File: src/rtl/fmul_seq_if.sv
// Operand/result handshake bundle for the sequential floating-point multiplier.
// The producer and consumer sit on the master side; the multiplier is the slave.
interface fmul_seq_if #(
  parameter int N = 32
);
  logic         in_valid;
  logic         in_ready;
  logic [N-1:0] a;
  logic [N-1:0] b;
  logic         out_valid;
  logic         out_ready;
  logic [N-1:0] out;

  modport master (
    output in_valid, a, b, out_ready,
    input  in_ready, out_valid, out
  );

  modport slave (
    input  in_valid, a, b, out_ready,
    output in_ready, out_valid, out
  );
endinterface

File: src/rtl/fmul_seq.sv
// Iterative floating-point multiplier: one shift-add partial product per clock,
// flush-to-zero on denormals, truncating normalisation, valid/ready on both sides.
module fmul_seq #(
  parameter int N = 32
) (
  input  logic        clk,
  input  logic        rst_n,
  fmul_seq_if.slave   bus
);
  localparam int EXP_LEN = (N == 64) ? 11 : 8;
  localparam int MAN     = N - EXP_LEN - 2;
  localparam int M       = MAN + 2;
  localparam int CW      = $clog2(M);
  localparam int EW      = EXP_LEN + 2;
  localparam logic signed [EW-1:0] BIAS   = EW'((1 << (EXP_LEN - 1)) - 1);
  localparam logic signed [EW-1:0] EMAX   = EW'((1 << EXP_LEN) - 1);
  localparam logic signed [EW-1:0] EZERO  = EW'(0);
  localparam logic        [CW-1:0] LAST   = CW'(M - 1);

  typedef enum logic [1:0] {
    IDLE = 2'd0,
    MUL  = 2'd1,
    NORM = 2'd2,
    DONE = 2'd3
  } state_t;

  localparam logic [1:0] CLS_NORMAL = 2'd0;
  localparam logic [1:0] CLS_NAN    = 2'd1;
  localparam logic [1:0] CLS_INF    = 2'd2;
  localparam logic [1:0] CLS_ZERO   = 2'd3;

  // Priority order matters: NaN inputs, then Inf*0, then Inf, then zero/denormal.
  function automatic logic [1:0] classify(
    input logic [EXP_LEN-1:0] ea, input logic [MAN:0] ma,
    input logic [EXP_LEN-1:0] eb, input logic [MAN:0] mb
  );
    logic a_inf, b_inf, a_zero, b_zero;
    a_inf  = (&ea) && !(|ma);
    b_inf  = (&eb) && !(|mb);
    a_zero = (ea == {EXP_LEN{1'b0}});
    b_zero = (eb == {EXP_LEN{1'b0}});
    if (((&ea) && (|ma)) || ((&eb) && (|mb)))             classify = CLS_NAN;
    else if ((a_inf && b_zero) || (b_inf && a_zero))       classify = CLS_NAN;
    else if (a_inf || b_inf)                               classify = CLS_INF;
    else if (a_zero || b_zero)                             classify = CLS_ZERO;
    else                                                   classify = CLS_NORMAL;
  endfunction

  function automatic logic [N-1:0] encode_special(input logic sign, input logic [1:0] cls);
    case (cls)
      CLS_NAN:  encode_special = {sign, {EXP_LEN{1'b1}}, {(MAN+1){1'b1}}};
      CLS_INF:  encode_special = {sign, {EXP_LEN{1'b1}}, {(MAN+1){1'b0}}};
      default:  encode_special = {sign, {(N-1){1'b0}}};
    endcase
  endfunction

  state_t                 state_q, state_d;
  logic [N-1:0]           a_q, a_d, b_q, b_d;
  logic [CW-1:0]          count_q, count_d;
  logic [2*M-1:0]         acc_q, acc_d;
  logic [N-1:0]           out_q, out_d;
  logic                   in_ready_q, in_ready_d;
  logic                   out_valid_q, out_valid_d;

  logic                   accept_s;
  logic                   sign_in_s, sign_s;
  logic [1:0]             cls_s;
  logic [M-1:0]           sa_s, sb_s;
  logic signed [EW-1:0]   e_base_s, e_s;
  logic [MAN:0]           mant_s;

  assign accept_s  = in_ready_q && bus.in_valid;
  assign sign_in_s = bus.a[N-1] ^ bus.b[N-1];
  assign sign_s    = a_q[N-1] ^ b_q[N-1];
  assign cls_s     = classify(bus.a[N-2:MAN+1], bus.a[MAN:0], bus.b[N-2:MAN+1], bus.b[MAN:0]);
  assign sa_s      = {1'b1, a_q[MAN:0]};
  assign sb_s      = {1'b1, b_q[MAN:0]};
  // acc top bit set means the product is in [2,4): bump exponent, take one bit higher.
  assign e_base_s  = $signed({2'b00, a_q[N-2:MAN+1]}) + $signed({2'b00, b_q[N-2:MAN+1]}) - BIAS;
  assign e_s       = e_base_s + $signed({{(EW-1){1'b0}}, acc_q[2*M-1]});
  assign mant_s    = acc_q[2*M-1] ? acc_q[2*M-2:M] : acc_q[2*M-3:M-1];

  // State and datapath registers.
  always_ff @(posedge clk or negedge rst_n) begin
    if (!rst_n) begin
      state_q     <= IDLE;
      a_q         <= '0;
      b_q         <= '0;
      count_q     <= '0;
      acc_q       <= '0;
      out_q       <= '0;
      in_ready_q  <= 1'b1;
      out_valid_q <= 1'b0;
    end else begin
      state_q     <= state_d;
      a_q         <= a_d;
      b_q         <= b_d;
      count_q     <= count_d;
      acc_q       <= acc_d;
      out_q       <= out_d;
      in_ready_q  <= in_ready_d;
      out_valid_q <= out_valid_d;
    end
  end

  // Next-state logic.
  always_comb begin
    state_d = state_q;
    case (state_q)
      IDLE: begin
        if (accept_s) state_d = (cls_s != CLS_NORMAL) ? DONE : MUL;
        else          state_d = IDLE;
      end
      MUL: begin
        if (count_q == LAST) state_d = NORM;
        else                 state_d = MUL;
      end
      NORM:    state_d = DONE;
      DONE: begin
        if (bus.out_ready) state_d = IDLE;
        else               state_d = DONE;
      end
      default: state_d = IDLE;
    endcase
  end

  // Output and datapath next values; handshake flags track the state being entered.
  always_comb begin
    a_d         = a_q;
    b_d         = b_q;
    count_d     = count_q;
    acc_d       = acc_q;
    out_d       = out_q;
    in_ready_d  = (state_d == IDLE);
    out_valid_d = (state_d == DONE);
    case (state_q)
      IDLE: begin
        if (accept_s) begin
          a_d     = bus.a;
          b_d     = bus.b;
          count_d = '0;
          acc_d   = '0;
          if (cls_s != CLS_NORMAL) out_d = encode_special(sign_in_s, cls_s);
          else                     out_d = out_q;
        end else begin
          a_d = a_q;
        end
      end
      MUL: begin
        if (sb_s[count_q]) acc_d = acc_q + ({{M{1'b0}}, sa_s} << count_q);
        else               acc_d = acc_q;
        count_d = count_q + CW'(1);
      end
      NORM: begin
        if (e_s >= EMAX)       out_d = encode_special(sign_s, CLS_INF);
        else if (e_s <= EZERO) out_d = encode_special(sign_s, CLS_ZERO);
        else                   out_d = {sign_s, e_s[EXP_LEN-1:0], mant_s};
      end
      DONE:    out_d = out_q;
      default: out_d = out_q;
    endcase
  end

  assign bus.in_ready  = in_ready_q;
  assign bus.out_valid = out_valid_q;
  assign bus.out       = out_q;
endmodule

File: src/flat_wrapper.sv
// flat-port wrapper written by rule: the top's interface ports become plain ports
module fmul_seq_flat 
#(
  parameter int N = 32
)
  (clk, rst_n, bus_in_valid, bus_a, bus_b, bus_out_ready, bus_in_ready, bus_out_valid, bus_out);
  fmul_seq_if #(.N(N)) bus_i ();
  input  logic clk;
  input  logic rst_n;
  input wire logic [$bits(bus_i.in_valid)-1:0] bus_in_valid;
  input wire logic [$bits(bus_i.a)-1:0] bus_a;
  input wire logic [$bits(bus_i.b)-1:0] bus_b;
  input wire logic [$bits(bus_i.out_ready)-1:0] bus_out_ready;
  output wire logic [$bits(bus_i.in_ready)-1:0] bus_in_ready;
  output wire logic [$bits(bus_i.out_valid)-1:0] bus_out_valid;
  output wire logic [$bits(bus_i.out)-1:0] bus_out;
  assign bus_i.in_valid = bus_in_valid;
  assign bus_i.a = bus_a;
  assign bus_i.b = bus_b;
  assign bus_i.out_ready = bus_out_ready;
  assign bus_in_ready = bus_i.in_ready;
  assign bus_out_valid = bus_i.out_valid;
  assign bus_out = bus_i.out;
  fmul_seq #(.N(N)) u_core (.clk(clk), .rst_n(rst_n), .bus(bus_i));
endmodule
File: config.mk
export PLATFORM = sky130hd
export DESIGN_NAME = fmul_seq_flat
export DESIGN_NICKNAME = d
export VERILOG_FILES = /design/src/rtl/fmul_seq_if.sv /design/src/rtl/fmul_seq.sv /design/src/flat_wrapper.sv
export SDC_FILE = /design/constraint.sdc
export NUM_CORES = 1
export LEC_CHECK = 0
export CORE_ASPECT_RATIO = 1.2
export CORE_UTILIZATION = 39
export DETAILED_ROUTE_END_ITERATION = 10
export HOLD_SLACK_MARGIN = 0.15
export PLACE_DENSITY = 0.66
export SYNTH_ARGS = -nofsm -noshare
export SYNTH_HDL_FRONTEND = slang
export SYNTH_SLANG_ARGS = --single-unit
File: constraint.sdc
create_clock -name clk -period 4.4 [get_ports clk]
set_input_delay 0.88 -clock clk [delete_from_list [all_inputs] [get_ports clk]]
set_output_delay 0.88 -clock clk [all_outputs]
set_load 0.05 [all_outputs]
==> flow_metrics.env <==
export IMPL_status="completed"
export IMPL_synth_nets=1420
export IMPL_cts_made_buffers=17
export IMPL_grt_max_degree=81
export IMPL_final_util_pct=48.49
export IMPL_antenna_left=0
export IMPL_rows=67
export IMPL_htreeDepth=4
export IMPL_relSlewSlack_pct=25.70
export IMPL_gp_congestion=0.9177
export IMPL_cts_setup_buffers=0
export IMPL_crit_path_start_kind="flop"
export IMPL_initial_core_util_pct=39.76
export IMPL_cts_tree="built"
export IMPL_seq_area_frac_synth_pct=34.40
export IMPL_grt_setup_unrepaired="true"
export IMPL_area_growth_syn_to_layout_pct=21.96
export IMPL_layout_common_cells="270 x nand2_1, 151 x dfrtp_1, 100 x clkdlybuf4s50_1, 97 x nor2_1, 62 x a21oi_1"
export IMPL_multi_input_area_sq_mm=0.006964
export IMPL_grt_pass1_wl_mm=48.59
export IMPL_detail_route_wl_per_cell_um=16.71
export IMPL_regArea_sq_mm=0.003831
export IMPL_synth_adder_area_share_pct=7.216
export IMPL_num_vias=9947
export IMPL_synth_compound_area_share_pct=20.92
export IMPL_antennaDiodeCount=0
export IMPL_yosys_area_share_simple_pct=20.79
export IMPL_grtUsageTotal_pct=20.97
export IMPL_critPathRequiredTime_ns=4.73
export IMPL_grt_busiest_layer="met2"
export IMPL_first_pass_iters=5
export IMPL_coreArea_sq_mm=0.02800
export IMPL_clockRootBuffer="clkbuf_16"
export IMPL_cp_end_kind="flop"
export IMPL_nets=1534
export IMPL_clk_pin_slew_worst_paths_ns=0.07
export IMPL_holdCritPathClass="in -> async"
export IMPL_min_period_over_period_pct=96.74
export IMPL_routed_via_density=5.542
export IMPL_r2r_slack_ns=0.14
export IMPL_finalSetupViolCount=0
export IMPL_clockBufferDepth=2
export IMPL_drive_gt1_share_pct=13.49
export IMPL_wl_mm=29.99
export IMPL_yosys_warnings=0
export IMPL_synth_seq_cells=153
export IMPL_yosys_mux_area_fraction_pct=8.767
export IMPL_io_pins=102
export IMPL_die_height_um=187.1
export IMPL_grt_pass1_vias=9600
export IMPL_period_needed_ns=4.256
export IMPL_hold_viol=0
export IMPL_antenna_found_initial=0
export IMPL_cp_max_fo=5
export IMPL_path_class="reg -> reg"
export IMPL_arrival_ns=4.58
export IMPL_fmax_mhz=234.9
export IMPL_synth_xor_area_share_pct=4.069
export IMPL_chipWidth_um=156.2
export IMPL_grtUsageMet2_pct=35.49
export IMPL_hpwl_mm=22.67
export IMPL_clock_latency_ns=0.45
export IMPL_final_common_cell="nand2_1"
export IMPL_drv_cap=0
export IMPL_portBuffers=101
export IMPL_use_met1_pct=26.96
export IMPL_fin_skew_ns=0.02006
export IMPL_finalMaxSlewViolations=0
export IMPL_avgSynthCellArea_sq_um=8.636
export IMPL_placed_area_sq_mm=0.01291
export IMPL_num_fill_cells=2724
export IMPL_drtIter0Drc=620
export IMPL_drc_errors=0
export IMPL_die_area_sq_mm=0.02923
export IMPL_synth_top_family_by_area="compound AO/OA/AOI/OAI gates"
export IMPL_fin_area_sq_mm=0.01358
export IMPL_cts_num_sinks=153
export IMPL_postSynthCellCount=1289
export IMPL_grt_use_met3_pct=3.012
export IMPL_synth_edf_count=0
export IMPL_ys_flop_type="dfrtp_1"
export IMPL_grt_overflow=0
export IMPL_tightest_slew_ns=1.114
export IMPL_async_reset_ff_share_pct=100.0
export IMPL_syn_area_sq_mm=0.01113
export IMPL_synth_cell_types=83
==> cell families (layout without fill, tap and decap cells) <==
family	count (synthesis)	after routing
buffers and inverters	106	233
muxes	81	81
and+or+nand+nor	514	514
DFF	153	153
xor gates and xnor gates	50	50
AOI/OAI and AO/OA	322	322
adders and majority gates	63	63
==> worst max-delay path: stages, from the launching register on <==
cell      delay, ns
dfrtp_2        0.43
buf_4          0.17
mux4_2         0.54
mux2i_2        0.24
nand2_1        0.08
o21ai_1        0.19
mux2i_1        0.22
ha_1           0.39
a21o_1         0.22
o31ai_1        0.24
a21boi_1       0.17
o41ai_2        0.47
nand3_1        0.19
or3_1          0.34
a32o_1         0.25
==> stage by stage <==
step           hold WS (ns)    TNS, ns  std cells  setup slack, ns
3_3_place_gp         0.4546   -0.02755       1763         -0.02755
2_1_floorplan        0.4403          0       1289          0.06859
6_report             0.4745          0       1795           0.1436
4_1_cts              0.4763  -0.004413       1795        -0.004413
3_5_place_dp         0.4614    -0.2382       1763         -0.08902
5_1_grt              0.4939  -0.003276       1795        -0.003276
==> sequential cells by signal (all words and copies together) (netlist names) <==
| name | count |
|---|---|
| u_core.bus.out | 32 |
| u_core.count_q | 5 |
| u_core.acc_q | 48 |
| u_core.a_q | 32 |
| u_core.bus.out_valid | 1 |
| u_core.bus.in_ready | 1 |
| u_core.b_q | 32 |
| u_core.state_q | 2 |
==> cell type report <==
type                            instances  area share (%)
Clock buffer                           19           3.189
Timing Repair Buffer                  166           11.60
Tap cell                              379           3.493
Inverter                               35          0.9677
Clock inverter                         13           1.235
Sequential cell                       153           28.22
Multi-Input combinational cell       1030           51.29
==> what timing repair did <==
| action | 4_1_cts | 5_1_grt |
|---|---|---|
| endpoints found under the setup margin | 5 | 16 |
| gates resized for setup | 3 | 19 |
| pin swaps | 0 | 1 |
| endpoints found under the hold margin | 0 | 0 |
| hold buffers | 0 | 0 |
==> Yosys cell counts, types with 5 or more instances <==
cell	n	area, sq um
nor4_1	19	118.9
a21o_1	28	210.2
buf_2	5	25.02
o221a_2	7	78.83
xor2_1	13	113.9
nand4_1	13	81.33
a21oi_1	65	325.3
a22o_1	42	367.9
buf_1	8	30.03
mux2i_1	57	570.6
o211ai_1	8	60.06
a31oi_1	8	50.05
xnor2_1	35	306.5
nor3_1	22	110.1
ha_1	61	763.2
nand2_1	270	1013
o41ai_1	7	61.31
a211oi_1	9	67.56
mux4_2	12	270.3
dfrtp_1	152	3804
o22ai_2	20	250.2
o22ai_1	16	100.1
nand3_1	21	105.1
nor2b_1	14	87.58
mux2_2	12	135.1
o21ai_0	52	260.3
and2_1	10	62.56
o21ai_1	9	45.04
nor2_1	99	371.6
inv_1	33	123.9
or2_2	5	31.28
o21a_1	12	90.09
nand2b_1	10	62.56
clkbuf_1	55	206.5
==> worst paths after layout <==
path                                         from                end  depth (start not counted)
worst max-delay path            u_core.count_q[0]   u_core.acc_q[45]                         14
worst min register to register     u_core.b_q[13]     u_core.b_q[13]                          2
max in group asynchronous                   rst_n  u_core.count_q[0]                          2
worst max register to register  u_core.count_q[0]   u_core.acc_q[45]                         14
min in group clk                   u_core.b_q[13]     u_core.b_q[13]                          2
worst min-delay path                        rst_n   u_core.acc_q[10]                          1
==> routing by layer <==
layer  vias to the layer above  part of all wire (%)
li1                       4860                     -
met1                      4757                    44
met2                       275                    49
met3                        55                   3.9
met4                         0                   2.7
met5                         -                     0
Power is left out: the tool's default activity adds up to more than one toggle a clock period on the data nets, which glitch-free logic cannot reach.
